[config.mk]
export PLATFORM = sky130hd
export DESIGN_NAME = mem_access_unit
export DESIGN_NICKNAME = d
export VERILOG_FILES = /design/src/rtl/mem_access_unit.sv
export SDC_FILE = /design/constraint.sdc
export NUM_CORES = 1
export LEC_CHECK = 0
export ABC_AREA = 1
export BUFFER_PORTS_ARGS = -buffer_cell sky130_fd_sc_hd__buf_2
export CORE_MARGIN = 5
export CORE_UTILIZATION = 53
export DETAILED_ROUTE_END_ITERATION = 7
export GPL_TIMING_DRIVEN = 0
export PLACE_DENSITY = 0.95
export RECOVER_POWER = 50
export SETUP_SLACK_MARGIN = 0.15
export SKIP_LAST_GASP = 1
export SLEW_MARGIN = 5
export SYNTH_ARGS = -nofsm -noshare
export SYNTH_HDL_FRONTEND = slang
export SYNTH_SLANG_ARGS = --single-unit
[constraint.sdc]
create_clock -name clk -period 3.2 [get_ports clk]
set_input_delay 0 -clock clk [delete_from_list [all_inputs] [get_ports clk]]
set_output_delay 0 -clock clk [all_outputs]
set_load 0.01 [all_outputs]
[src/rtl/mem_access_unit.sv]
// mem_access_unit: MEM-stage load/store engine between the pipeline and the data bus.
// Latency: accept at N, data_req at N+1, done_o at N+2 when both handshakes land at N+1.
// Backpressure: stall_o holds the pipeline until DONE. Bus stalls are absorbed in REQ and WAIT.
//
// Ports:
//   clk, rst             rising-edge clock, synchronous active-high reset
//   valid_i/op_i/addr_i  MEM-stage instruction: op code, virtual effective address
//   rt_i                 store data and old rt value for the LWL/LWR merge
//   flush_i              pipeline flush; abandons or drains an in-flight access
//   stall_o, done_o      pipeline hold; one-cycle completion pulse
//   rdata_o              formatted load result, valid while done_o=1
//   adel_o/ades_o        combinational load/store address error; badvaddr_o mirrors addr_i
//   data_*               registered request bus (req/wr/size/wstrb/addr/wdata) and its handshakes
// Build option: define MEM_UNALIGNED_LWLR_EN to implement LWL/LWR/SWL/SWR (ops 9-C).
// Without it, those ops decode as no-ops.
module mem_access_unit #(
    parameter int MAP_KSEG = 1,
    parameter int ADDR_W   = 32
) (
    input  logic              clk,
    input  logic              rst,
    input  logic              valid_i,
    input  logic [3:0]        op_i,
    input  logic [ADDR_W-1:0] addr_i,
    input  logic [31:0]       rt_i,
    input  logic              flush_i,
    output logic              stall_o,
    output logic              done_o,
    output logic [31:0]       rdata_o,
    output logic              adel_o,
    output logic              ades_o,
    output logic [ADDR_W-1:0] badvaddr_o,
    output logic              data_req,
    output logic              data_wr,
    output logic [1:0]        data_size,
    output logic [3:0]        data_wstrb,
    output logic [ADDR_W-1:0] data_addr,
    output logic [31:0]       data_wdata,
    input  logic              data_addr_ok,
    input  logic              data_data_ok,
    input  logic [31:0]       data_rdata
);
    typedef enum logic [2:0] {S_IDLE, S_REQ, S_WAIT, S_DONE, S_DRAIN} state_t;

    localparam logic [3:0] OP_LB  = 4'h1;
    localparam logic [3:0] OP_LBU = 4'h2;
    localparam logic [3:0] OP_LH  = 4'h3;
    localparam logic [3:0] OP_LHU = 4'h4;
    localparam logic [3:0] OP_LW  = 4'h5;
    localparam logic [3:0] OP_SB  = 4'h6;
    localparam logic [3:0] OP_SH  = 4'h7;
    localparam logic [3:0] OP_SW  = 4'h8;
`ifdef MEM_UNALIGNED_LWLR_EN
    localparam logic [3:0] OP_LWL = 4'h9;
    localparam logic [3:0] OP_LWR = 4'hA;
    localparam logic [3:0] OP_SWL = 4'hB;
    localparam logic [3:0] OP_SWR = 4'hC;
`endif

    state_t            state_q, state_d;
    logic              req_q, req_d, wr_q, wr_d, done_q, done_d;
    logic [1:0]        size_q, size_d, off_q, off_d;
    logic [3:0]        wstrb_q, wstrb_d, op_q, op_d;
    logic [ADDR_W-1:0] addr_q, addr_d;
    logic [31:0]       wdata_q, wdata_d, rdata_q, rdata_d;
`ifdef MEM_UNALIGNED_LWLR_EN
    logic [31:0]       rt_q, rt_d;
`endif

    // Instruction decode
    logic              is_load, is_store, is_unal, mis_align, mem_op, issue, capture;
    logic [1:0]        size_dec, off;
    logic [3:0]        wstrb_dec;
    logic [31:0]       wdata_dec, load_fmt;
    logic [7:0]        ld_byte;
    logic [15:0]       ld_half;
    logic [ADDR_W-1:0] vaddr, paddr;

    assign off = addr_i[1:0];

    always_comb begin
        is_load   = 1'b0;
        is_store  = 1'b0;
        is_unal   = 1'b0;
        mis_align = 1'b0;
        size_dec  = 2'd0;
        wstrb_dec = 4'b0000;
        wdata_dec = rt_i;
        case (op_i)
            OP_LB, OP_LBU: is_load = 1'b1;
            OP_LH, OP_LHU: begin is_load = 1'b1; size_dec = 2'd1; mis_align = addr_i[0]; end
            OP_LW:  begin is_load = 1'b1; size_dec = 2'd2; mis_align = |addr_i[1:0]; end
            OP_SB:  begin
                is_store = 1'b1; wstrb_dec = 4'b0001 << off; wdata_dec = {4{rt_i[7:0]}};
            end
            OP_SH:  begin
                is_store = 1'b1; size_dec = 2'd1; mis_align = addr_i[0];
                wstrb_dec = off[1] ? 4'b1100 : 4'b0011; wdata_dec = {2{rt_i[15:0]}};
            end
            OP_SW:  begin
                is_store = 1'b1; size_dec = 2'd2; mis_align = |addr_i[1:0]; wstrb_dec = 4'b1111;
            end
`ifdef MEM_UNALIGNED_LWLR_EN
            OP_LWL, OP_LWR: begin is_load = 1'b1; is_unal = 1'b1; size_dec = 2'd2; end
            OP_SWL: begin
                is_store = 1'b1; is_unal = 1'b1; size_dec = 2'd2;
                wstrb_dec = 4'b1111 >> (2'd3 - off);
                wdata_dec = rt_i >> {(2'd3 - off), 3'b000};
            end
            OP_SWR: begin
                is_store = 1'b1; is_unal = 1'b1; size_dec = 2'd2;
                wstrb_dec = 4'b1111 << off;
                wdata_dec = rt_i << {off, 3'b000};
            end
`endif
            default: ;
        endcase
    end

    assign mem_op     = is_load | is_store;
    assign adel_o     = valid_i & is_load & mis_align;
    assign ades_o     = valid_i & is_store & mis_align;
    assign badvaddr_o = addr_i;

    // Unaligned ops always access the containing word. kseg0/kseg1 fold to physical.
    always_comb begin
        vaddr = is_unal ? {addr_i[ADDR_W-1:2], 2'b00} : addr_i;
        paddr = vaddr;
        if (MAP_KSEG != 0 && vaddr[ADDR_W-1 -: 2] == 2'b10)
            paddr = {3'b000, vaddr[ADDR_W-4:0]};
    end

    // Load formatting from the returning word, using the op/offset latched at issue
    assign ld_byte = data_rdata[{off_q, 3'b000} +: 8];
    assign ld_half = data_rdata[{off_q[1], 4'b0000} +: 16];

    always_comb begin
        load_fmt = data_rdata;
        case (op_q)
            OP_LB:  load_fmt = {{24{ld_byte[7]}}, ld_byte};
            OP_LBU: load_fmt = {24'h0, ld_byte};
            OP_LH:  load_fmt = {{16{ld_half[15]}}, ld_half};
            OP_LHU: load_fmt = {16'h0, ld_half};
`ifdef MEM_UNALIGNED_LWLR_EN
            // LWL fills the top k+1 bytes of rt. LWR fills the bottom 4-k bytes.
            OP_LWL: load_fmt = (data_rdata << {(2'd3 - off_q), 3'b000})
                             | (rt_q & ~(32'hFFFF_FFFF << {(2'd3 - off_q), 3'b000}));
            OP_LWR: load_fmt = (data_rdata >> {off_q, 3'b000})
                             | (rt_q & ~(32'hFFFF_FFFF >> {off_q, 3'b000}));
`endif
            default: ;
        endcase
    end

    // Next-state logic
    always_comb begin
        state_d = state_q;
        case (state_q)
            S_IDLE:  if (valid_i && mem_op && !mis_align && !flush_i) state_d = S_REQ;
            S_REQ: begin
                if (data_addr_ok) begin
                    // A flush after acceptance must still consume the data beat.
                    if (flush_i) state_d = data_data_ok ? S_IDLE : S_DRAIN;
                    else         state_d = data_data_ok ? S_DONE : S_WAIT;
                end else if (flush_i) begin
                    state_d = S_IDLE;
                end
            end
            S_WAIT: begin
                if (flush_i)           state_d = data_data_ok ? S_IDLE : S_DRAIN;
                else if (data_data_ok) state_d = S_DONE;
            end
            S_DONE:  state_d = S_IDLE;
            S_DRAIN: if (data_data_ok) state_d = S_IDLE;
            default: state_d = S_IDLE;
        endcase
        if (rst) state_d = S_IDLE;
    end

    assign issue   = (state_q == S_IDLE) && (state_d == S_REQ);
    assign capture = (state_d == S_DONE);

    // Request fields are latched at issue and held until the next issue
    always_comb begin
        req_d   = (state_d == S_REQ);
        done_d  = (state_d == S_DONE);
        wr_d    = wr_q;
        size_d  = size_q;
        wstrb_d = wstrb_q;
        addr_d  = addr_q;
        wdata_d = wdata_q;
        op_d    = op_q;
        off_d   = off_q;
        if (issue) begin
            wr_d    = is_store;
            size_d  = size_dec;
            wstrb_d = is_store ? wstrb_dec : 4'b0000;
            addr_d  = paddr;
            wdata_d = wdata_dec;
            op_d    = op_i;
            off_d   = addr_i[1:0];
        end
        rdata_d = capture ? load_fmt : rdata_q;
    end

`ifdef MEM_UNALIGNED_LWLR_EN
    assign rt_d = issue ? rt_i : rt_q;
`endif

    always_ff @(posedge clk) begin
        if (rst) begin
            state_q <= S_IDLE;
            req_q   <= 1'b0;
            wr_q    <= 1'b0;
            done_q  <= 1'b0;
            size_q  <= 2'd0;
            off_q   <= 2'd0;
            wstrb_q <= 4'b0000;
            op_q    <= 4'h0;
            addr_q  <= '0;
            wdata_q <= 32'h0;
            rdata_q <= 32'h0;
`ifdef MEM_UNALIGNED_LWLR_EN
            rt_q    <= 32'h0;
`endif
        end else begin
            state_q <= state_d;
            req_q   <= req_d;
            wr_q    <= wr_d;
            done_q  <= done_d;
            size_q  <= size_d;
            off_q   <= off_d;
            wstrb_q <= wstrb_d;
            op_q    <= op_d;
            addr_q  <= addr_d;
            wdata_q <= wdata_d;
            rdata_q <= rdata_d;
`ifdef MEM_UNALIGNED_LWLR_EN
            rt_q    <= rt_d;
`endif
        end
    end

    // The accept cycle must stall combinationally. DONE releases the pipeline.
    assign stall_o = !rst && ((state_q == S_DRAIN) ||
                     (valid_i && mem_op && !mis_align && state_q != S_DONE));

    assign data_req   = req_q;
    assign data_wr    = wr_q;
    assign data_size  = size_q;
    assign data_wstrb = wstrb_q;
    assign data_addr  = addr_q;
    assign data_wdata = wdata_q;
    assign done_o     = done_q;
    assign rdata_o    = rdata_q;
endmodule

==> run summary <==
die height -> 117.2 um
Clock Sinks -> 112
GR Overflow Total -> 0
Core Area -> 11320 um2
PD cells -> 395.3 nW/um2
wire per inst -> 16.21 um
hold_sp -> addr_i[31]
setup TNS -> 0 ps
r2r startpoint -> state_q[2]$_SDFF_PP0_
CP Data Arrival Time -> 2790 ps
clock-pin slew on the worst setup and hold paths -> 70 ps
Initial DRC Count -> 816
Vias/cell -> 5.364
min Tclk post-route -> 2562 ps
dominant cell type by area after synthesis -> dfxtp_1
Netlist cell types -> 28
maximum clock path buffer count -> 2
CTS root buf -> clkbuf_16
Critical Path Start Type -> flip-flop
average cell area after synthesis -> 6.181 um2
Comb pwr share -> 20.1%
gpl congestion -> 0.9862
layout cells sized above 1 -> 15.68%
worst hold endpoint -> data_addr[31]$_SDFFE_PP0P_
Max-Cap Viols -> 0
Sw Pwr -> 0.0009467 W
DP Area -> 7495 um2
Mapped Area -> 6095 um2
Worst Hold Class -> in2reg
largest net degree at the start of global routing -> 18
critical path type -> reg2reg
sequential area share after synthesis -> 36.79%
Slew @ Worst Pin -> 721.3 ps
Synth Net Count -> 1092
Rows -> 39
register bit total from synthesis -> 112
NumNets Final -> 1397
CTS buffer count -> 9
Finished Cell Area -> 8127 um2
Seq pwr share -> 45.6%
die width -> 117.2 um
Layout Area Growth over Synthesis -> 33.34%
r2r worst-path depth -> 12
DIE AREA -> 13740 um2
H-tree Lvls -> 3
Max Transition Viols Final -> 0
RSZ-0062 raised after global routing -> false
boundary pin count -> 246
initial antenna violation count -> 2
Crit. End Element -> flip-flop
Int Power -> 0.002266 W
Max VDD drop -> 0.0004097 V
top cell type's share of synthesized area -> 36.79%
Synth Warn # -> 0
final hold violation count -> 0
Post-DP HPWL -> 16.07 mm
setup slack, reg-to-reg -> 640 ps
Clk pwr share -> 34.4%
Sw Ratio -> 29.47%
fmax -> 390.4 MHz
Post-Route WL -> 23.35 mm
clock latency at the later pin of the worst-skew pair -> 350 ps
Crit path required time -> 3430 ps
CTS tree -> yes
Setup Viol. Count Final -> 0
Initial DRT Pass Iterations -> 6
antenna viol nets, final -> 0
first-pass GRT wire length -> 35.47 mm
Hold Crit Depth -> 5
Overall Global Routing Usage -> 33.12%
max_slew headroom -> 51.54%
final period utilization -> 80.05%
outcome -> finished, final reports clean
DRC viols -> 0
Gate Count Post-Synth -> 986
Starting Density -> 53.84%
Static Leakage -> 4.095 nW
CP Max Fanout -> 10
Buffers on Ports -> 244
via count -> 7729
skew final -> 4.731 ps
number of global-route vias before repair -> 7305
postcts setup bufs -> 0
reg2reg end -> rdata_o[10]$_SDFFE_PP0N_
top cells by area in the synthesized netlist -> dfxtp_1 (37%), nand2_1 (16%), nor2_1 (13%)
## what timing repair did
item / CTS / global route
hold endpoints to repair: 48 / 0
hold buffers: 50 / 0
gates resized for setup: 0 / 0
## synthesized netlist by cell type, drive strengths merged
library cell / instances
nand4: 19
dfxtp: 112
nor2: 212
o211ai: 8
nand3b: 6
clkbuf: 24
nand2: 266
nand3: 12
inv: 124
a21oi: 34
nor3b: 1
nor3: 4
o21ai: 95
buf: 57
a21o: 7
clkinv: 2
o31ai: 3
## critical path, stage by stage (launching register included)
cell and delay, ps:
dfxtp_1 350, nor2_1 150, nand2_1 110, o21ai_0 210, inv_1 70, nor2_1 120
nand2_1 60, dlygate4sd3_1 550, inv_1 110, nand2_2 80, clkbuf_1 200, o21ai_0 360
nor2_1 70
## final cells by class
class	count	area (um2)
Antenna cell	3	7.507
Buffer	81	501.7
Clock buffer	12	256.5
Clock inverter	3	25.02
Fill cell	969	3194
Inverter	126	473.0
Multi-Input combinational cell	667	2878
Sequential cell	112	2242
Tap cell	143	178.9
Timing Repair Buffer	294	1564
## cells by family after synthesis
group / count (synthesis) / synth area share [%]
AND/OR/NAND/NOR: 520 / 34.33
AO/OA/AOI/OAI: 147 / 12.89
buffers and inverters: 207 / 15.99
flip-flops: 112 / 36.79
## how the worst max path moves through the flow
stage | from | slack (ps) | to
finish | state_q[2]$_SDFF_PP0_ | 640 | rdata_o[10]$_SDFFE_PP0N_
global route | state_q[2]$_SDFF_PP0_ | 490 | rdata_o[10]$_SDFFE_PP0N_
CTS | state_q[2]$_SDFF_PP0_ | 730 | rdata_o[10]$_SDFFE_PP0N_
detailed placement | off_q[0]$_SDFFE_PP0P_ | 1010 | rdata_o[28]$_SDFFE_PP0N_
global placement | off_q[0]$_SDFFE_PP0P_ | 1050 | rdata_o[28]$_SDFFE_PP0N_
floorplan | off_q[0]$_SDFFE_PP0P_ | 1480 | rdata_o[22]$_SDFFE_PP0N_
## registers in the layout (all words and copies together), names as in the netlist
name and cells:
data_req 1, data_wr 1, data_size 2, data_wdata 32
state_q 3, data_wstrb 4, data_addr 31, rdata_o 32
done_o 1, op_q 4, off_q 1
## per-layer routing
metal / track usage, % / share of wire (%)
met1: 36.85 / 35
met2: 57.13 / 48
met3: 10.39 / 12
met4: 16.13 / 5.2
met5: 0 / 0
## metrics by stage
step                hold slack, ps  total power (W)  std cells  setup slack, ps  utilization, %
floorplan                    79.31         0.001837        986             1484               -
global placement             184.1         0.002057       1373             1045           66.20
detailed placement           182.8         0.002070       1373             1013           66.20
CTS                          7.003         0.003192       1438            727.1           73.11
global route                 63.41         0.003330       1440            494.5           71.76
finish                       21.12         0.003213       1441            638.4           71.78
## cells in the final DEF, fill, tap and decap left out, types with 2 or more instances in the layout
cell and n:
nand3_2 2, buf_4 33, nor3_1 3, nand3_1 10, o31ai_1 3, a21oi_1 34, o21ai_1 10, clkbuf_1 151
nand2_2 3, clkinv_1 2, diode_2 3, dfxtp_1 112, clkbuf_8 2, clkbuf_16 9, nand4_1 19, buf_2 135
inv_6 2, a21o_1 7, dlygate4sd3_1 50, inv_2 4, inv_1 120, nand3b_1 6, nand2_1 262, buf_6 7
o21ai_0 85, nor2_1 210, o211ai_1 7
## power groups by stage
stage	combinational [W]	clock [W]	sequential, W
floorplan	0.000328	0	0.00151
global placement	0.000567	0	0.00149
CTS	0.000629	0.00110	0.00146
detailed placement	0.000579	0	0.00149
global route	0.000708	0.00116	0.00147
finish	0.000645	0.00110	0.00146
Note: power is estimated with default switching activity, not from simulation.
